<file path="src/rtl/greenhouse_sensor_qualifier.sv">
// Synchronises and debounces six greenhouse sensor contacts into the qualified vector S,
// with change strobe, saturating event count and warm-up flag. Optional: GREENHOUSE_GAS_LATCH_EN.
module greenhouse_sensor_qualifier #(
  parameter int DEBOUNCE_CYCLES = 4,
  parameter int CNT_W           = 8
) (
  input  logic       clk,
  input  logic       reset,
  input  logic [5:0] raw_in,
  input  logic       gas_ack,
  output logic [5:0] S,
  output logic       s_valid,
  output logic       change_pulse,
  output logic [7:0] evt_cnt
);

  localparam logic [CNT_W-1:0] CNT_LIM = CNT_W'(DEBOUNCE_CYCLES - 1);
  localparam int               WARM    = DEBOUNCE_CYCLES + 1;
  localparam int               WW      = $clog2(WARM + 1);

  logic [5:0]       sync1_q, sync1_d;
  logic [5:0]       sync2_q, sync2_d;
  logic [5:0]       s_q, s_d;
  logic [CNT_W-1:0] cnt_q [6];
  logic [CNT_W-1:0] cnt_d [6];
  logic             change_pulse_q, change_pulse_d;
  logic [7:0]       evt_q, evt_d;
  logic [WW-1:0]    warm_q, warm_d;
  logic             s_valid_q, s_valid_d;

  always_comb begin
    sync1_d = raw_in;
    sync2_d = sync1_q;
    s_d     = s_q;
    for (int unsigned i = 0; i < 6; i++) begin
      cnt_d[i] = '0;
      if (sync2_q[i] != s_q[i]) begin
        if (cnt_q[i] == CNT_LIM) s_d[i] = sync2_q[i];
        else                     cnt_d[i] = cnt_q[i] + 1'b1;
      end
    end
`ifdef GREENHOUSE_GAS_LATCH_EN
    // Once latched, gas ignores the debouncer and only an ack with the contact low releases it.
    if (s_q[5]) begin
      cnt_d[5] = '0;
      s_d[5]   = !(gas_ack && !sync2_q[5]);
    end
`endif
    change_pulse_d = (s_d != s_q);
    evt_d          = (change_pulse_d && (evt_q != 8'hFF)) ? evt_q + 8'd1 : evt_q;
    warm_d         = s_valid_q ? warm_q : warm_q + 1'b1;
    s_valid_d      = s_valid_q | (warm_q == WW'(WARM));
  end

`ifndef GREENHOUSE_GAS_LATCH_EN
  logic unused_gas_ack;
  assign unused_gas_ack = gas_ack;
`endif

  always_ff @(posedge clk or posedge reset) begin
    if (reset) begin
      sync1_q        <= '0;
      sync2_q        <= '0;
      s_q            <= '0;
      for (int unsigned i = 0; i < 6; i++) cnt_q[i] <= '0;
      change_pulse_q <= 1'b0;
      evt_q          <= '0;
      warm_q         <= '0;
      s_valid_q      <= 1'b0;
    end else begin
      sync1_q        <= sync1_d;
      sync2_q        <= sync2_d;
      s_q            <= s_d;
      for (int unsigned i = 0; i < 6; i++) cnt_q[i] <= cnt_d[i];
      change_pulse_q <= change_pulse_d;
      evt_q          <= evt_d;
      warm_q         <= warm_d;
      s_valid_q      <= s_valid_d;
    end
  end

  assign S            = s_q;
  assign s_valid      = s_valid_q;
  assign change_pulse = change_pulse_q;
  assign evt_cnt      = evt_q;

endmodule

</file>
<file path="config.mk">
export PLATFORM = sky130hd
export DESIGN_NAME = greenhouse_sensor_qualifier
export DESIGN_NICKNAME = d
export VERILOG_FILES = /design/src/rtl/greenhouse_sensor_qualifier.sv
export SDC_FILE = /design/constraint.sdc
export NUM_CORES = 1
export LEC_CHECK = 0
export CAP_MARGIN = 30
export CORE_MARGIN = 2
export CORE_UTILIZATION = 45
export DETAILED_ROUTE_END_ITERATION = 12
export PLACE_DENSITY = 0.62
export REMOVE_ABC_BUFFERS = 1
export SLEW_MARGIN = 0
export SYNTH_ARGS = -nofsm -noshare
export SYNTH_HDL_FRONTEND = slang
export SYNTH_SLANG_ARGS = --single-unit
</file>
<file path="constraint.sdc">
create_clock -name clk -period 4.2 [get_ports clk]
set_clock_uncertainty 0.05 [all_clocks]
set_input_delay 1.26 -clock clk [delete_from_list [all_inputs] [get_ports clk]]
set_output_delay 1.26 -clock clk [all_outputs]
set_load 0.01 [all_outputs]
</file>
==> results.md, run 1 <==
Timing:
- Setup repair after global routing left no endpoint under its margin.
- The highest clock frequency the design can meet is 373.1 MHz.
- In this run the tightest slew margin relative to its limit is 0.7667.
- The pin slew with the least headroom to its limit is 0.3499 ns.
- The count of endpoints failing setup in the final report is 0.
- In the finished design, the share of the clock period the worst path needs comes to 0.6382.
- The time the final worst path needs with I/O delays and setup is 2.680 ns.
- The final count of hold timing violations was 0.
- The setup slack after layout is 1.520 ns.
- The final count of pins violating max slew is 0.
- In the final timing run, aggregate negative setup slack is 0 ns.

Setup path:
- In this run the critical register-to-register path is launched from cnt_q[24].
- The critical path is of the reg -> out type.
- In this run the worst path has a maximum fanout of 6.
- The data required time at the worst endpoint is 2.89 ns.
- The signal on the critical path passes through clkdlybuf4s50_1.
- The critical path's slowest cell is sky130_fd_sc_hd__clkdlybuf4s50_1.
- The worst setup path is launched from a register.
- The timing startpoint of the critical path is evt_cnt[2].
- The critical path capture point type is an output port.
- For the worst setup path, the data arrival time is 1.37 ns.
- The number of buffers and inverters on the critical path is 1.
- The cell family contributing the most delay on the critical path is buffers and inverters.
- For this run, the slowest stage of the critical path takes 0.57 ns.

Floorplanning:
- The horizontal die dimension is 91.01 um.
- The total die area is 0.008283 sq mm.
- The die extent in y is 91.01 um.
- For this design the top-level I/O count stands at 25.
- The starting utilization of the core area is 0.4672.
- The core footprint is 0.007292 sq mm.
- The floorplan has 31 rows.

Power and ir drop:
- The internal power is 1542 uW.
- The fraction of power spent switching nets is 0.3048.
- The maximum ir drop on the vdd rail is 0.0002394 V.
- The part of the total power dissipated in sequential elements is 0.455.
- The net switching power figure is 676.1 uW.
- The share of power burned in combinational logic is 0.248.
- The share of total power dissipated in the clock network is 0.296.
- The overall power of the completed layout is 2219 uW.
- The analysis attributes to cell leakage a power of 0.001845 uW.
- Power spread over the standard cell area amounts to 552.5 mW/mm^2.

Drt:
- After detailed routing, the average wire length per cell comes to 12.76 um.
- Before antenna repair, the detailed router went through 4 iterations.
- After detailed routing, the total wire length is 5475 um.
- The remaining antenna violation count is 0.
- The number of DRC markers after the initial detailed-route iteration is 63.
- The overall via count from detail_route is 2152.
- The average vias per placed instance is 5.016.
- For this run, design rule violations remaining after detail routing come to 0.

Placement:
- The placed cell count is 414.
- The post-placement setup slack is 1.881 ns.
- The cell area after placement is 0.003781 sq mm.
- The HPWL after detailed placement is 3635 um.
- The count of buffers added on input and output ports is 23.
- Routability-driven placement finished with a final weighted congestion of 0.8129.

GRT:
- The first global-routing pass estimated 10030 um of wire.
- The overall global routing resource usage is 0.1508.
- The maximum number of pins on one net before global-route repair is 66.
- The total overflow left after global routing is 0.
- The via count of the first global-routing pass was 2193.
- The number of antenna violations at the first check in global routing was 0.

Final layout:
- In the final design database the tool counted 344 nets.
- 0 antenna diodes ended up in the layout.
- Relative to the synthesized area, the layout overhead comes to 17.85%.
- The post-layout instance area is 0.004015 sq mm.
- The layout cell share with drive strength beyond 1 is 0.1152.
- The fill cell instance count of the final layout is 658.
- The finished layout holds 429 standard cells, fillers aside.

Yosys:
- The fraction of post-synthesis cell area in the top cell type by area is 0.5802.
- The unique cell type count in the Yosys netlist is 30.
- Summing every instance area after synthesis gives 0.003407 sq mm.
- The synthesized area per cell is 11.71 sq um.
- After synthesis the netlist holds a flip-flop and latch count of 79.
- For this run, the register share of the synthesized area comes to 0.5802.
- After synthesis, the cell types taking the most area are sky130_fd_sc_hd__dfrtp_1 58%, sky130_fd_sc_hd__xor2_1 7.5%, sky130_fd_sc_hd__nor2_1 5.3%.
- The number of warnings issued by yosys is 0.
- The cell count after synthesis is 291.
- Of all cell types, the one taking the most synthesized area is sky130_fd_sc_hd__dfrtp_1.

CTS:
- The clock transition at the registers of the reported paths is 0.08 ns.
- TritonCTS built the clock tree.
- Clock tree synthesis inserted a total of 9 buffers.
- The clock sink count is 79.
- The number of buffers added to fix hold violations after cts is 0.
- The total of cells resized after clock tree synthesis is 0.
- After clock tree synthesis, the setup repair step added 0 buffers.
- The H-tree was split into 3 levels.
- Clock latency on the worst-skew pair, taken at its later pin, is 0.34 ns.
- In this run the clock root is driven by a sky130_fd_sc_hd__clkbuf_8.
- The clock passes through at most 2 buffers.

Worst hold path:
- The startpoint identified for the worst hold timing path is sync1_q[4].
- The tightest min-delay check is of the reg -> reg type.

Flow run:
- The number of max-capacitance violations reported is 0.

Outcome:
- The flow ran to the end, and the final reports show no timing, DRC or antenna violations.
[placed cells by master, fill, tap and decap left out, types with 2 or more instances in the layout]
master                             n
sky130_fd_sc_hd__o21ai_0           3
sky130_fd_sc_hd__nor4_2            3
sky130_fd_sc_hd__bufinv_16         3
sky130_fd_sc_hd__mux2_2            9
sky130_fd_sc_hd__nand3_1          31
sky130_fd_sc_hd__nor4b_2           3
sky130_fd_sc_hd__dfrtp_1          79
sky130_fd_sc_hd__nand2_1          15
sky130_fd_sc_hd__clkinvlp_4        2
sky130_fd_sc_hd__o21ai_1           2
sky130_fd_sc_hd__inv_1             2
sky130_fd_sc_hd__nor3_1            3
sky130_fd_sc_hd__xnor2_1          16
sky130_fd_sc_hd__xor2_1           29
sky130_fd_sc_hd__and3_1           20
sky130_fd_sc_hd__nor2_1           48
sky130_fd_sc_hd__nand2b_1          2
sky130_fd_sc_hd__nand4_1           2
sky130_fd_sc_hd__clkbuf_8          9
sky130_fd_sc_hd__mux2_1            2
sky130_fd_sc_hd__clkdlybuf4s50_1  23
sky130_fd_sc_hd__ha_1              9
[per-layer routing]
layer  routed length, um  GRT usage  vias to the layer above
met5                   0          0                        -
met4                 113    0.07197                        0
met3                 134    0.03485                        9
met2                2517     0.2340                       22
met1                2709     0.2009                     1054
li1                    -          -                     1067
[cells in the mapped netlist]
master and instances:
sky130_fd_sc_hd__a21o_1 1, sky130_fd_sc_hd__a32oi_1 1, sky130_fd_sc_hd__a41o_4 1, sky130_fd_sc_hd__and2_1 1, sky130_fd_sc_hd__and3_1 20, sky130_fd_sc_hd__and3_2 1, sky130_fd_sc_hd__dfrtp_1 79, sky130_fd_sc_hd__ha_1 9
sky130_fd_sc_hd__inv_1 3, sky130_fd_sc_hd__mux2_1 2, sky130_fd_sc_hd__mux2_2 9, sky130_fd_sc_hd__mux2_4 1, sky130_fd_sc_hd__nand2_1 15, sky130_fd_sc_hd__nand2b_1 2, sky130_fd_sc_hd__nand3_1 31, sky130_fd_sc_hd__nand4_1 2
sky130_fd_sc_hd__nand4_2 1, sky130_fd_sc_hd__nor2_1 48, sky130_fd_sc_hd__nor3_1 3, sky130_fd_sc_hd__nor4_2 3, sky130_fd_sc_hd__nor4b_2 3, sky130_fd_sc_hd__o2111ai_2 1, sky130_fd_sc_hd__o211ai_1 1, sky130_fd_sc_hd__o21ai_0 3
sky130_fd_sc_hd__o21ai_1 2, sky130_fd_sc_hd__o21ai_2 1, sky130_fd_sc_hd__o21bai_1 1, sky130_fd_sc_hd__or2_1 1, sky130_fd_sc_hd__xnor2_1 16, sky130_fd_sc_hd__xor2_1 29
[state kept, by name, summed over array words and instances, names as in the netlist]
register      flops
cnt_q            48
evt_cnt           8
s_valid           1
S                 6
change_pulse      1
sync1_q           6
sync2_q           6
warm_q            3
[power by group through the flow]
stage / Sequential (uW) / Combinational (uW) / Clock [uW]
global route: 1030 / 621 / 712
CTS: 1010 / 565 / 682
finish: 1010 / 551 / 658
detailed placement: 1020 / 559 / 0
floorplan: 1030 / 332 / 0
global placement: 1020 / 552 / 0
[worst register-to-register path, cell delays in order, from the launching register on]
cell                       delay (ns)
sky130_fd_sc_hd__dfrtp_1         0.42
sky130_fd_sc_hd__ha_1            0.26
sky130_fd_sc_hd__nor4b_2         0.18
sky130_fd_sc_hd__and3_1          0.20
sky130_fd_sc_hd__a41o_4          0.29
sky130_fd_sc_hd__o211ai_1        0.21
sky130_fd_sc_hd__mux2_1          0.34
[worst paths after layout]
check / to / slack, ns / depth (start not counted)
setup / recovery: evt_cnt[2] / 1.52 / 1
hold / removal: sync2_q[4] / 0.30 / 0
setup reg to reg: evt_cnt[7] / 2.15 / 6
hold reg to reg: sync2_q[4] / 0.30 / 0
max in group asynchronous: cnt_q[17] / 2.31 / 3
min in group asynchronous: sync1_q[2] / 1.14 / 2
[per-stage QoR]
stage	hold WS [ns]	utilization
floorplan	0.2812	-
global placement	0.2831	0.5185
detailed placement	0.2864	0.5185
CTS	0.3044	0.5506
global route	0.3121	0.5506
finish	0.3014	0.5506
[cells by family after synthesis]
group,Yosys count,synth area share
DFF,79,0.5802
muxes,12,0.04076
and+or+nand+nor,131,0.1972
adders and majority gates,9,0.03305
AOI/OAI and AO/OA,12,0.02975
xor gates and xnor gates,45,0.1157
buffers and inverters,3,0.003305
[final cells by class]
cell class	count	area, sq um	share of cell area
clock buffer	9	123.9	0.03085
timing repair buffer	24	250.2	0.06232
inverter	3	11.26	0.002805
clock inverter	6	110.1	0.02742
tap	99	123.9	0.03085
sequential	79	1977	0.4924
multi-input combinational	209	1419	0.3534
No activity file was read; power rests on OpenSTA's default activity.
==> run 2: changes to the inputs <==
==> constraint.sdc (replaced) <==
create_clock -name clk -period 2.7 [get_ports clk]
set_clock_uncertainty 0.05 [all_clocks]
set_input_delay 0.81 -clock clk [delete_from_list [all_inputs] [get_ports clk]]
set_output_delay 0.81 -clock clk [all_outputs]
set_load 0.01 [all_outputs]
==> run 2 against run 1 <==
Net effect: core utilization fell by 0.77 points; clock power rose by 19%; combinational power rose by 54%.
==> results.md, run 2 (synthesized netlist as in run 1, its figures left out) <==
Outcome:
- The flow ran to the end, and the final reports show no timing, DRC or antenna violations.

CTS:
- The total number of H-tree levels is 3 (unchanged).
- The tree is rooted in a sky130_fd_sc_hd__clkbuf_8.
- TritonCTS built the clock tree.
- The worst-skew pair later-pin latency is 0.34 ns (about the same).
- The total clock buffers created by CTS was 9 (unchanged).
- The clock transition at the registers of the reported paths is 0.08 ns (about the same).
- The number of buffers added to fix hold violations after cts is 0 (unchanged).
- The total of cells resized after clock tree synthesis came to 0 (unchanged).
- The total setup buffers inserted after CTS was 0 (unchanged).
- The buffer depth of the longest clock path is 2 (unchanged).
- The clock sink count is 79 (unchanged).

Final layout:
- The layout cell share with drive strength beyond 1 is 0.1088 (-0.006390).
- Leaving out fill and tap cells, the most frequent cell in the layout is sky130_fd_sc_hd__dfrtp_1.
- The total number of nets in the final design is 344 (unchanged).
- The final standard cell utilization of the core was 0.5429 (-0.007722).
- The diode insertion count for antenna repair is 0 (unchanged).
- The flip-flop count of the largest register after layout was 48 (unchanged).
- The top cell types in the final layout, fill and taps aside, are 79 x sky130_fd_sc_hd__dfrtp_1, 48 x sky130_fd_sc_hd__nor2_1, 31 x sky130_fd_sc_hd__nand3_1.
- The largest register by flop count is cnt_q.
- From synthesis to final layout, the design area changed by 16.20%.
- The post-layout instance area was 0.003959 sq mm (-1.4%).

Timing:
- The worst slew margin relative to its limit is 0.7283 (-0.03838).
- The pin slew with the least headroom to its limit is 0.4075 ns (+0.05757 ns).
- The final count of hold timing violations is 0 (unchanged).
- The time the final worst path needs with I/O delays and setup is 2.237 ns.
- The minimum hold slack is 0.3001 ns (-0.001337 ns).
- The setup slack after layout came to 0.4627 ns (-1.057 ns).
- The count of endpoints failing setup in the final report is 0 (unchanged).
- Setup repair after global routing left no endpoint under its margin.
- For this run, the top clock speed supported by timing is 447.0 MHz.
- The accumulated negative setup slack is 0 ns (unchanged).
- The final count of pins violating max slew is 0 (unchanged).
- Of the available clock period, the critical path in the final layout requires 0.8286.

Setup path:
- The critical path's slowest cell is sky130_fd_sc_hd__clkdlybuf4s50_1.
- The endpoint of the worst-slack reg-to-reg timing path is evt_cnt[7].
- The cell family contributing the most delay on the critical path is buffers and inverters.
- The data required time at the worst endpoint came to 1.84 ns (-1.05 ns).
- The worst setup slack for register-to-register paths is 0.64 ns (-1.51 ns).
- The most critical setup path has its startpoint at evt_cnt[2].
- The category of the critical setup timing path is reg -> out.
- The critical path capture point type is an output port.
- The length in cells of the worst reg-to-reg path came to 6 (unchanged).
- The startpoint of the lowest-slack register-to-register path is cnt_q[24].
- The longest individual stage delay on the worst path is 0.58 ns (about the same).
- The buffer and inverter count on the worst path was 1 (unchanged).
- The largest fanout on the critical path came to 6 (unchanged).
- The critical path startpoint category is a register.
- The critical path goes through clkdlybuf4s50_1.
- The data arrival time of the critical path is 1.38 ns (about the same).

Floorplanning:
- The standard-cell row count is 31 (unchanged).
- The horizontal die dimension was 91.01 um (unchanged).
- The die extent in y is 91.01 um (unchanged).
- The core footprint is 0.007292 sq mm (unchanged).
- The starting utilization of the core area was 0.4672 (unchanged).
- The total die area is 0.008283 sq mm (unchanged).
- The I/O pin count is 25 (unchanged).

GRT:
- The maximum number of pins on one net before global-route repair is 80 (+21%).
- The final global-route overflow total was 0 (unchanged).
- The number of antenna violations at the first check in global routing is 0 (unchanged).
- The via count of the first global-routing pass is 2157 (-1.6%).
- The overall global routing resource usage is 0.1447 (-0.006056).
- The wire length of the first global-routing pass is 9535 um (-5.0%).

Drt:
- The overall via count from detail_route was 2119 (-1.5%).
- The remaining antenna violation count is 0 (unchanged).
- The first-pass detailed-route iteration total came to 4 (unchanged).
- The number of DRC markers after the initial detailed-route iteration came to 90 (+43%).
- The routed length per instance is 12.33 um (-3.3%).
- The number of DRC violations after detailed routing is 0 (unchanged).
- The routed wire length is 5304 um (-3.1%).
- The average vias per placed instance is 4.928 (-1.8%).

Worst hold path:
- The worst hold endpoint is sync2_q[4].
- The instance count along the most critical hold path came to 0 (unchanged).
- The worst min-delay path category is reg -> reg.
- The startpoint of the lowest-slack hold path is sync1_q[4].

Placement:
- The placer's final routability congestion estimate is 0.7724 (-5.0%).
- The post-placement setup slack is 0.6401 ns (-1.241 ns).
- The cell area after placement is 0.003781 sq mm (unchanged).
- The number of input and output port buffers inserted is 23 (unchanged).
- The HPWL after detailed placement is 3579 um (-1.6%).

Power and ir drop:
- The reported leakage power is 0.001817 uW (-1.5%).
- The power density of the placed cells is 810.5 mW/mm^2 (+47%).
- The maximum ir drop on the vdd rail is 0.0003625 V (+51%).

Flow run:
- The number of max-capacitance violations reported was 0 (unchanged).
run 2: cell count changes in the layout (fill, tap and decap cells not counted), sizes merged:
| cell | change |
|---|---|
| clkbuf | +5 |
| bufinv | -3 |
| clkinv | -1 |
run 2: stage by stage:
step / std cells / total power [uW]
after floorplan: 291 / 2114
after global placement: 414 / 2444
after detailed placement: 414 / 2463
after CTS: 430 / 3270
after global routing: 430 / 3439
final: 430 / 3209
run 2: worst max path at each step:
| stage | to | slack [ns] | cells past startpoint |
|---|---|---|---|
| detailed placement | evt_cnt[7] | 0.64 | 6 |
| floorplan | S[0] | -0.18 | 1 |
| CTS | evt_cnt[2] | 0.44 | 1 |
| global placement | evt_cnt[7] | 0.69 | 6 |
| global route | evt_cnt[3] | 0.39 | 1 |
| finish | evt_cnt[2] | 0.46 | 1 |
run 2: layout make-up:
| cell class | instances | area [sq um] |
|---|---|---|
| Inverter | 3 | 11.26 |
| Clock inverter | 2 | 15.01 |
| Sequential cell | 79 | 1977 |
| Clock buffer | 14 | 162.7 |
| Fill cell | 682 | 3333 |
| Tap cell | 99 | 123.9 |
| Multi-Input combinational cell | 209 | 1419 |
| Timing Repair Buffer | 24 | 250.2 |
run 2: worst register-to-register path, cell delays in order (launching register included):
cell and delay, ns:
sky130_fd_sc_hd__dfrtp_1 0.42, sky130_fd_sc_hd__ha_1 0.26, sky130_fd_sc_hd__nor4b_2 0.18, sky130_fd_sc_hd__and3_1 0.20
sky130_fd_sc_hd__a41o_4 0.29, sky130_fd_sc_hd__o211ai_1 0.21, sky130_fd_sc_hd__mux2_1 0.35
run 2: power by group:
part	leakage, uW	internal, uW	switching, uW	total, uW
sequential	0.00103	1380	198	1570
clock	0.0000829	386	399	784
combinational	0.000708	415	435	849
run 2: routing by layer:
metal	vias up	track usage	routed length [um]
li1	1064	-	-
met1	1023	0.1867	2601
met2	27	0.2210	2444
met3	5	0.05975	187
met4	0	0.05051	71
met5	-	0	0
